**config.mk**
```make
export PLATFORM = sky130hd
export DESIGN_NAME = icache_ctrl
export DESIGN_NICKNAME = d
export VERILOG_FILES = /design/src/rtl/icache_ctrl.sv
export SDC_FILE = /design/constraint.sdc
export NUM_CORES = 2
export LEC_CHECK = 0
export CORE_UTILIZATION = 40
export CTS_CLUSTER_SIZE = 28
export DETAILED_ROUTE_END_ITERATION = 8
export PLACE_DENSITY = 0.63
export SYNTH_ARGS = -nofsm -noshare
export SYNTH_HDL_FRONTEND = slang
export SYNTH_SLANG_ARGS = --single-unit
export TNS_END_PERCENT = 100
```
**constraint.sdc**
```tcl
create_clock -name clk -period 7.6 [get_ports clk]
set_clock_uncertainty 0.1 [all_clocks]
set_input_delay 2.28 -clock clk [delete_from_list [all_inputs] [get_ports clk]]
set_output_delay 2.28 -clock clk [all_outputs]
set_load 0.1 [all_outputs]
```
**src/rtl/icache_ctrl.sv**
```systemverilog
// Direct-mapped instruction cache controller.
// Hits return in the same cycle; misses refill one line word-by-word.
module icache_ctrl #(
    parameter int LINE_WORDS = 4,
    parameter int NUM_LINES  = 16
) (
    input  logic        clk,
    input  logic        rst,
    input  logic        fetch_req,
    input  logic [31:0] fetch_addr,
    output logic [31:0] fetch_data,
    output logic        fetch_valid,
    output logic        stall,
    input  logic        flush,
    output logic        mem_req,
    output logic [31:0] mem_addr,
    input  logic [31:0] mem_rdata,
    input  logic        mem_rvalid,
    output logic [31:0] hit_count,
    output logic [31:0] miss_count
);

    localparam int WS_W   = $clog2(LINE_WORDS);
    localparam int IDX_W  = $clog2(NUM_LINES);
    localparam int LINE_W = 30 - WS_W;
    localparam int TAG_W  = LINE_W - IDX_W;
    localparam logic [WS_W-1:0] LAST_WORD = WS_W'(LINE_WORDS - 1);

    typedef enum logic [1:0] {
        LOOKUP,
        REFILL,
        UPDATE
    } state_t;

    state_t                  state_q, state_d;
    logic [WS_W-1:0]         cnt_q, cnt_d;
    logic [LINE_W-1:0]       line_q, line_d;
    logic                    flush_pend_q, flush_pend_d;
    logic [NUM_LINES-1:0]    valid_q, valid_d;
    logic [31:0]             hit_q, hit_d;
    logic [31:0]             miss_q, miss_d;

    logic [TAG_W-1:0]        tag_q  [NUM_LINES];
    logic [31:0]             data_q [NUM_LINES][LINE_WORDS];

    logic                    tag_we;
    logic                    data_we;

    logic [TAG_W-1:0]        f_tag;
    logic [IDX_W-1:0]        f_idx;
    logic [WS_W-1:0]         f_ws;
    logic [IDX_W-1:0]        r_idx;
    logic [TAG_W-1:0]        r_tag;
    logic                    hit;
    logic                    unused_addr_bits;

    assign f_tag = fetch_addr[31 -: TAG_W];
    assign f_idx = fetch_addr[2+WS_W +: IDX_W];
    assign f_ws  = fetch_addr[2 +: WS_W];
    assign r_idx = line_q[IDX_W-1:0];
    assign r_tag = line_q[LINE_W-1 -: TAG_W];
    assign unused_addr_bits = ^fetch_addr[1:0];

    assign hit = valid_q[f_idx] && (tag_q[f_idx] == f_tag);

    // Fetch-side outputs; gated by rst so they drop the instant reset asserts.
    assign fetch_valid = !rst && (state_q == LOOKUP) && fetch_req && hit;
    assign fetch_data  = fetch_valid ? data_q[f_idx][f_ws] : 32'h0;
    assign stall       = !rst && fetch_req && !fetch_valid;
    assign mem_req     = !rst && (state_q == REFILL);
    assign mem_addr    = {line_q, cnt_q, 2'b00};
    assign hit_count   = hit_q;
    assign miss_count  = miss_q;

    // Next-state logic for the lookup/refill/update sequence.
    always_comb begin
        state_d      = state_q;
        cnt_d        = cnt_q;
        line_d       = line_q;
        flush_pend_d = flush_pend_q;
        valid_d      = valid_q;
        hit_d        = hit_q;
        miss_d       = miss_q;
        tag_we       = 1'b0;
        data_we      = 1'b0;
        unique case (state_q)
            LOOKUP: begin
                if (fetch_req && hit) begin
                    hit_d = hit_q + 32'd1;
                end else if (fetch_req && !flush) begin
                    line_d  = fetch_addr[31 -: LINE_W];
                    miss_d  = miss_q + 32'd1;
                    cnt_d   = '0;
                    state_d = REFILL;
                end
                if (flush) begin
                    valid_d = '0;
                end
            end
            REFILL: begin
                if (flush) begin
                    flush_pend_d = 1'b1;
                end
                if (mem_rvalid) begin
                    data_we = 1'b1;
                    if (cnt_q == LAST_WORD) begin
                        state_d = UPDATE;
                    end else begin
                        cnt_d = cnt_q + WS_W'(1);
                    end
                end
            end
            UPDATE: begin
                tag_we = 1'b1;
                if (flush_pend_q || flush) begin
                    valid_d      = '0;
                    flush_pend_d = 1'b0;
                end else begin
                    valid_d[r_idx] = 1'b1;
                end
                state_d = LOOKUP;
            end
            default: begin
                state_d = LOOKUP;
            end
        endcase
    end

    // Control state, valid bits and performance counters.
    always_ff @(posedge clk or posedge rst) begin
        if (rst) begin
            state_q      <= LOOKUP;
            cnt_q        <= '0;
            line_q       <= '0;
            flush_pend_q <= 1'b0;
            valid_q      <= '0;
            hit_q        <= '0;
            miss_q       <= '0;
        end else begin
            state_q      <= state_d;
            cnt_q        <= cnt_d;
            line_q       <= line_d;
            flush_pend_q <= flush_pend_d;
            valid_q      <= valid_d;
            hit_q        <= hit_d;
            miss_q       <= miss_d;
        end
    end

    // Tag and data storage; contents are meaningless until the valid bit is set.
    always_ff @(posedge clk) begin
        if (data_we) begin
            data_q[r_idx][cnt_q] <= mem_rdata;
        end
        if (tag_we) begin
            tag_q[r_idx] <= r_tag;
        end
    end

endmodule
```
# Yosys cells after proc, flatten, opt, wreduce, memory -nomap -nowiden
# Memory sizes are Yosys's and may differ from the RTL's.
# Index checks and enable logic that the tools add are counted.
[classes]
n_addsub = 3
magnitude_cmp = 6
eq_ne = 12
muxes = 33
bitwise = 4
reduce_logical = 25
[ops]
columns = ["cell", "n"]
rows = [
  ["$mux W128", 1],
  ["$mux W32", 4],
  ["$add A32 B1 Y32 const B", 2],
  ["$bmux W32 S2", 1],
  ["$demux W32 S2", 1],
  ["$mux W16", 2],
  ["$pmux W16 S2", 1],
  ["$eq A24 B24 Y1", 1],
  ["$mux W2", 8],
  ["$or A16 B16 Y16", 1],
  ["$ne A2 B2 Y1 const B", 6],
  ["$logic_and A1 B1 Y1", 11],
  ["$lt A4 B5 Y1 const B", 2],
  ["$mux W1", 10],
  ["$pmux W2 S2", 2],
  ["$ge A3 B3 Y1 const B", 2],
  ["$not A2 Y3", 2],
  ["$reduce_and A3 Y1", 2],
  ["$reduce_bool A2 Y1", 3],
  ["$reduce_and A5 Y1", 1],
  ["$bmux W1 S4", 1],
  ["$demux W1 S4", 1],
  ["$eq A2 B2 Y1 const B", 2],
  ["$ge A4 B1 Y1 const B", 1],
  ["11 further kinds", 15],
]
[word_totals]
register_bits = 113
ramBits = 2432
in_bits = 69
out_inout_bits = 131
word_cells = 92
memories = 2
[mem_list]
columns = ["memory", "depth", "width", "rd", "rd_clocked_by_memory_dff", "write_ports", "line", "rtl"]
rows = [
  ["data_q", 16, 128, 1, 0, 1, "44", "logic [31:0] data_q [NUM_LINES][LINE_WORDS];"],
  ["tag_q", 16, 24, 1, 0, 1, "43", "logic [TAG_W-1:0] tag_q [NUM_LINES];"],
]

# Logic depth before layout (Yosys ltp)
[logic_depth]
depth_word = 7
mapped_depth = 15
mapped_depth_nobuf = 9

# Worst setup path before layout
# No wires, ideal clock.
[synth_path]
path_kind = "input-to-output"
startpoint = "input rst"
endpoint = "output fetch_data[10]"
t_arrival_ps = 6757
required_time_ps = 5220
setup_slack_ps = -1537
path_stages = 4
n_path_buf = 1
path_cell_list = "inv_1 -> nand2b_1 -> clkbuf_1 -> nor2b_1"
[synth_between]
elab_chain_len = 5
[synth_rtl]
columns = ["item", "line", "rtl"]
rows = [
  ["start, declared", "8", "input logic rst,"],
  ["$logic_not A1 Y1 (no line)", "-", ""],
  ["$logic_and A1 B1 Y1 (3 in series)", "67", "assign fetch_valid = !rst && (state_q == LOOKUP) && fetch_req && hit;"],
  ["$mux W32", "68", "assign fetch_data = fetch_valid ? data_q[f_idx][f_ws] : 32'h0;"],
  ["end, declared", "11", "output logic [31:0] fetch_data,"],
]
# Every way passes these cells.

# Worst setup path after layout
[layout_path]
startpoint = "input fetch_addr[4]"
endpoint = "output fetch_data[21]"
[layout_between]
elab_chain_len = 5
word_cells_on_any_way = 11
cone_classes = "eq/ne: 1; mux: 6; reduce/logical: 2; memory: 2"
[layout_rtl]
columns = ["item", "line", "rtl"]
rows = [
  ["start, declared", "10", "input logic [31:0] fetch_addr,"],
  ["$mem_v2 Z16 W24, or another cell as far along", "-", ""],
  ["$eq A24 B24 Y1, or another cell as far along", "64", "assign hit = valid_q[f_idx] && (tag_q[f_idx] == f_tag);"],
  ["$logic_and A1 B1 Y1 or $mux W32 (tied branches)", "64, 68", ""],
  ["$logic_and A1 B1 Y1 or $mux W32 (tied branches)", "67, 68", ""],
  ["$mux W32 *", "68", ""],
]
# Every way passes the cells marked *; elsewhere a longest branch is shown, timed or not. The select of a mux whose other input is x is not followed.

==> flow_summary_export.csv <==
group,metric,value,unit
outcome,status,"complete, but fails checks",
outcome,violations,"setup timing",
timing,rsz0062_at_grt,"yes",
die,chipWidth,498,um
placed_design,dp_slack,-0.550,ns
power_and_ir_drop,p_seq_share,52.7,%
synth,yosysWarnings,0,
clock_tree,clock-root-buffer,"clkbuf_16",
hold_path,min_path_cells,1,
setup_path,critPathMaxStageDelay,0.53,ns
job,maxCapViolCount,0,
finish,fin_nets,4802,
die,initial_core_util,40.3,%
clock_tree,path_clk_slew,0.06,ns
die,fp.dieArea,248000,um^2
hold_path,hold_path.class,"reg -> reg",
timing,min_period,7.87,ns
setup_path,cp-end-kind,"output port",
drt,wl,235000,um
drt,wl_met2,113000,um
setup_path,cp-startpoint,"fetch_addr[4]",
drt,drtIter0Drc,4980,
power_and_ir_drop,p_per_area,272,nW/um^2
synth,async_flop_share,4.44,%
synth,synth_edf_count,2432,
power_and_ir_drop,p_comb_share,10.1,%
setup_path,arrival,5.49,ns
setup_path,rr_endpoint,"line_q[8]",
power_and_ir_drop,sw_frac_of_total,24.8,%
placed_design,port_buffers,195,
power_and_ir_drop,p_total,31.3,mW
finish,drive_gt1_share,33.3,%
global_routing,grt_first_pass_wirelength,338000,um
synth,synth_cells,4221,
synth,synth-seq-area-share,77.1,%
synth,synth_ff_type,"edfxtp_1",
setup_path,cp-start-kind,"input port",
synth,synth_top_area_share,74.3,%
placed_design,dp.cells,7651,
setup_path,timing.rr.start,"tag_q[0][10]",
setup_path,path_max_fanout,7,
synth,synth_top_area_cell,"edfxtp_1",
hold_path,min_from,"miss_count[31]",
die,fp.coreArea,244000,um^2
power_and_ir_drop,internal_power,23.5,mW
drt,met3WireLength,21300,um
drt,routed.top_layer,"met5",
global_routing,grt_max_degree,91,
power_and_ir_drop,max-vdd-ir-drop,448,uV
drt,wl_met1,96000,um
synth,avgSynthCellArea,23.3,um^2
clock_tree,cts_max_level,4,
timing,max_freq,127,MHz
synth,ys_seq_elements,2545,
timing,setup_violations,34,
timing,holdWs,0.387,ns
synth,synth_area_leaders,"edfxtp_1 74%, mux4_2 17%, dfrtp_1 2.9%",
power_and_ir_drop,p_sw,7.77,mW
power_and_ir_drop,clkPwrFrac,37.2,%
setup_path,cp_slowest_cell,"mux4_2",
timing,setup_tns,-8.03,ns
setup_path,reg2reg_slack,2.26,ns
timing,maxSlewViolCount,0,
finish,area_delta_synth_final,17.1,%
timing,relSlewSlack,19.5,%
drt,wl_per_cell,28.8,um
synth,synth_area,98400,um^2
global_routing,gr-total-overflow,0,
clock_tree,cts_tree,"done",
clock_tree,clock-sinks,2545,
drt,vias_per_cell,5.66,
drt,vias,46100,
drt,final_antenna_net_count,0,
global_routing,grt_pass1_vias,47400,
timing,worstMarginPinSlew,1.21,ns
timing,worst_slack,-0.270,ns
setup_path,crit_chain,"buf_16 > mux4_2 > mux4_2 > xor2_4 > a2111o_1 > nor4_2 > nand4_2 > nand2b_4 > buf_12 > clkbuf_16 > nor2b_4 > buf_12",
finish,fillCellCount,19600,
setup_path,reg2reg_depth,29,
placed_design,dp_hpwl,139000,um
die,rows,181,
die,dieHeight,498,um
setup_path,critical_path_buf_inv_count,4,
global_routing,track_usage,18.9,%
hold_path,whs_endpoint,"miss_count[31]",
timing,hold_viol_final,0,
setup_path,critical_path_class,"in -> out",
finish,stdcell_count,8141,
drt,drcViolationCount,0,
power_and_ir_drop,leakage,36.6,nW
global_routing,antenna_found_initial,23,
setup_path,required,5.22,ns
synth,yosysUniqueCellTypes,63,
clock_tree,clock_latency,0.89,ns
clock_tree,numCtsBuffers,241,
drt,dr.pass1.iters,5,
placed_design,globalplace.congestion,0.789,
die,ioPinCount,200,
setup_path,cp_top_family,"multiplexers",
timing,timing.final.crit_share,104,%
clock_tree,cts_buffer_depth,3,
[placed cells by master (no fill, tap or decap), types with 11 or more instances in the layout]
| master | instances |
|---|---|
| edfxtp_1 | 2432 |
| clkdlybuf4s50_1 | 115 |
| a21oi_1 | 12 |
| nor2_1 | 51 |
| a22oi_1 | 16 |
| nand2_1 | 48 |
| inv_1 | 18 |
| and3_1 | 22 |
| mux4_2 | 741 |
| nand3_1 | 40 |
| nor3_1 | 11 |
| nand4_1 | 24 |
| nor2_4 | 80 |
| buf_12 | 81 |
| clkinv_2 | 45 |
| nor2b_4 | 32 |
| buf_2 | 33 |
| buf_6 | 11 |
| mux2_2 | 39 |
| mux2i_1 | 77 |
| dfrtp_1 | 113 |
| clkbuf_1 | 59 |
| xor2_1 | 32 |
| buf_4 | 234 |
| clkbuf_16 | 245 |
| bufinv_16 | 18 |
| clkinv_1 | 60 |
| xnor2_1 | 48 |
[routing by layer]
metal  global-route usage (%)  up-vias
met5                    0.598        -
li1                         -    19000
met2                     30.1     1732
met4                     3.96       12
met3                     5.20      305
met1                     26.0    25100
[stage by stage]
step | util, % | area (um^2)
2_1_floorplan | - | 98600
3_3_place_gp | 43.8 | 107000
3_5_place_dp | 43.8 | 107000
4_1_cts | 47.1 | 115000
5_1_grt | 47.2 | 115000
6_report | 47.2 | 115000
[power groups by stage]
stage / Sequential, mW / Clock [mW] / Combinational (mW)
after global placement: 16.8 / 0 / 3.07
after floorplan: 17.3 / 0 / 1.22
after global routing: 16.6 / 12.4 / 3.30
after CTS: 16.5 / 11.9 / 3.16
final: 16.5 / 11.6 / 3.16
after detailed placement: 16.8 / 0 / 3.11
[worst reg2reg max path, delay by kind of cell, from the launching register on]
family,cells,cell delay [ns]
buf+inv,20,2.28
mux,2,0.91
simple gates,4,0.79
compound gates,2,0.40
flops,1,0.38
xor+xnor,1,0.29
[logic make-up (layout without fill, tap and decap cells)]
family	count (synthesis)	count (layout)	share of synthesized area (%)
muxes	860	860	18.2
adders and majority gates	6	6	0.0763
AOI/OAI and AO/OA	94	94	0.724
and+or+nand+nor	384	384	1.99
DFF	2545	2545	77.1
buffers and inverters	247	958	1.10
xor gates and xnor gates	84	84	0.748
other	1	8	0.00381
[how the worst max path moves through the flow]
stage | endpoint | slack (ns) | cells past startpoint
CTS | fetch_data[22] | -0.27 | 15
global placement | fetch_data[28] | -0.53 | 16
detailed placement | fetch_data[22] | -0.55 | 14
finish | fetch_data[21] | -0.27 | 12
global route | fetch_data[22] | -0.40 | 14
floorplan | fetch_data[10] | -0.36 | 12
[state kept, by name (all words and copies together), names as in the netlist]
| register | count |
|---|---|
| data_q | 2048 |
| tag_q | 384 |
| hit_count | 32 |
| miss_count | 32 |
| line_q | 28 |
| valid_q | 16 |
| cnt_q | 2 |
| state_q | 2 |
| flush_pend_q | 1 |
[final cells by class]
class	instances	area, um^2	area share, %
Antenna cell	6	15.0	0.0130
Tap cell	3202	4010	3.48
Inverter	22	92.6	0.0804
Multi-Input combinational cell	1430	22400	19.5
Sequential cell	2545	75900	65.8
Clock buffer	302	6290	5.46
Clock inverter	147	1360	1.18
Timing Repair Buffer	487	5150	4.47
[synthesized netlist by cell type (2+ instances only)]
library cell,count
and3b_1,2
clkbuf_1,124
nor3_1,13
a22o_1,10
mux2i_1,80
nor4_1,10
nor2_1,131
mux2_2,39
a221oi_1,7
buf_1,28
buf_4,13
nand3_1,40
o211ai_1,3
and3_1,23
xnor2_1,50
a31oi_1,10
a41oi_1,6
a311oi_1,3
nand2_1,54
nand4_1,24
mux4_2,741
edfxtp_1,2432
a32oi_1,2
nor2b_1,44
inv_1,20
dfrtp_1,113
a211oi_1,6
nor3b_1,4
nand2b_1,4
buf_6,5
nor4_2,3
and2_1,10
and4_1,10
or4_1,2
nand3b_1,2
ha_1,6
xor2_1,34
a21oi_1,12
buf_2,55
o21ai_0,4
a22oi_1,19
or3_1,2
[what timing repair did]
item                       4_1_cts  5_1_grt
buffers inserted                25        5
setup endpoints to repair       34       34
gates resized for setup         41       20
pin swaps                       14        8
cloned                           3        3
hold buffers                     0        0
Power figures use the tool's default switching activity.
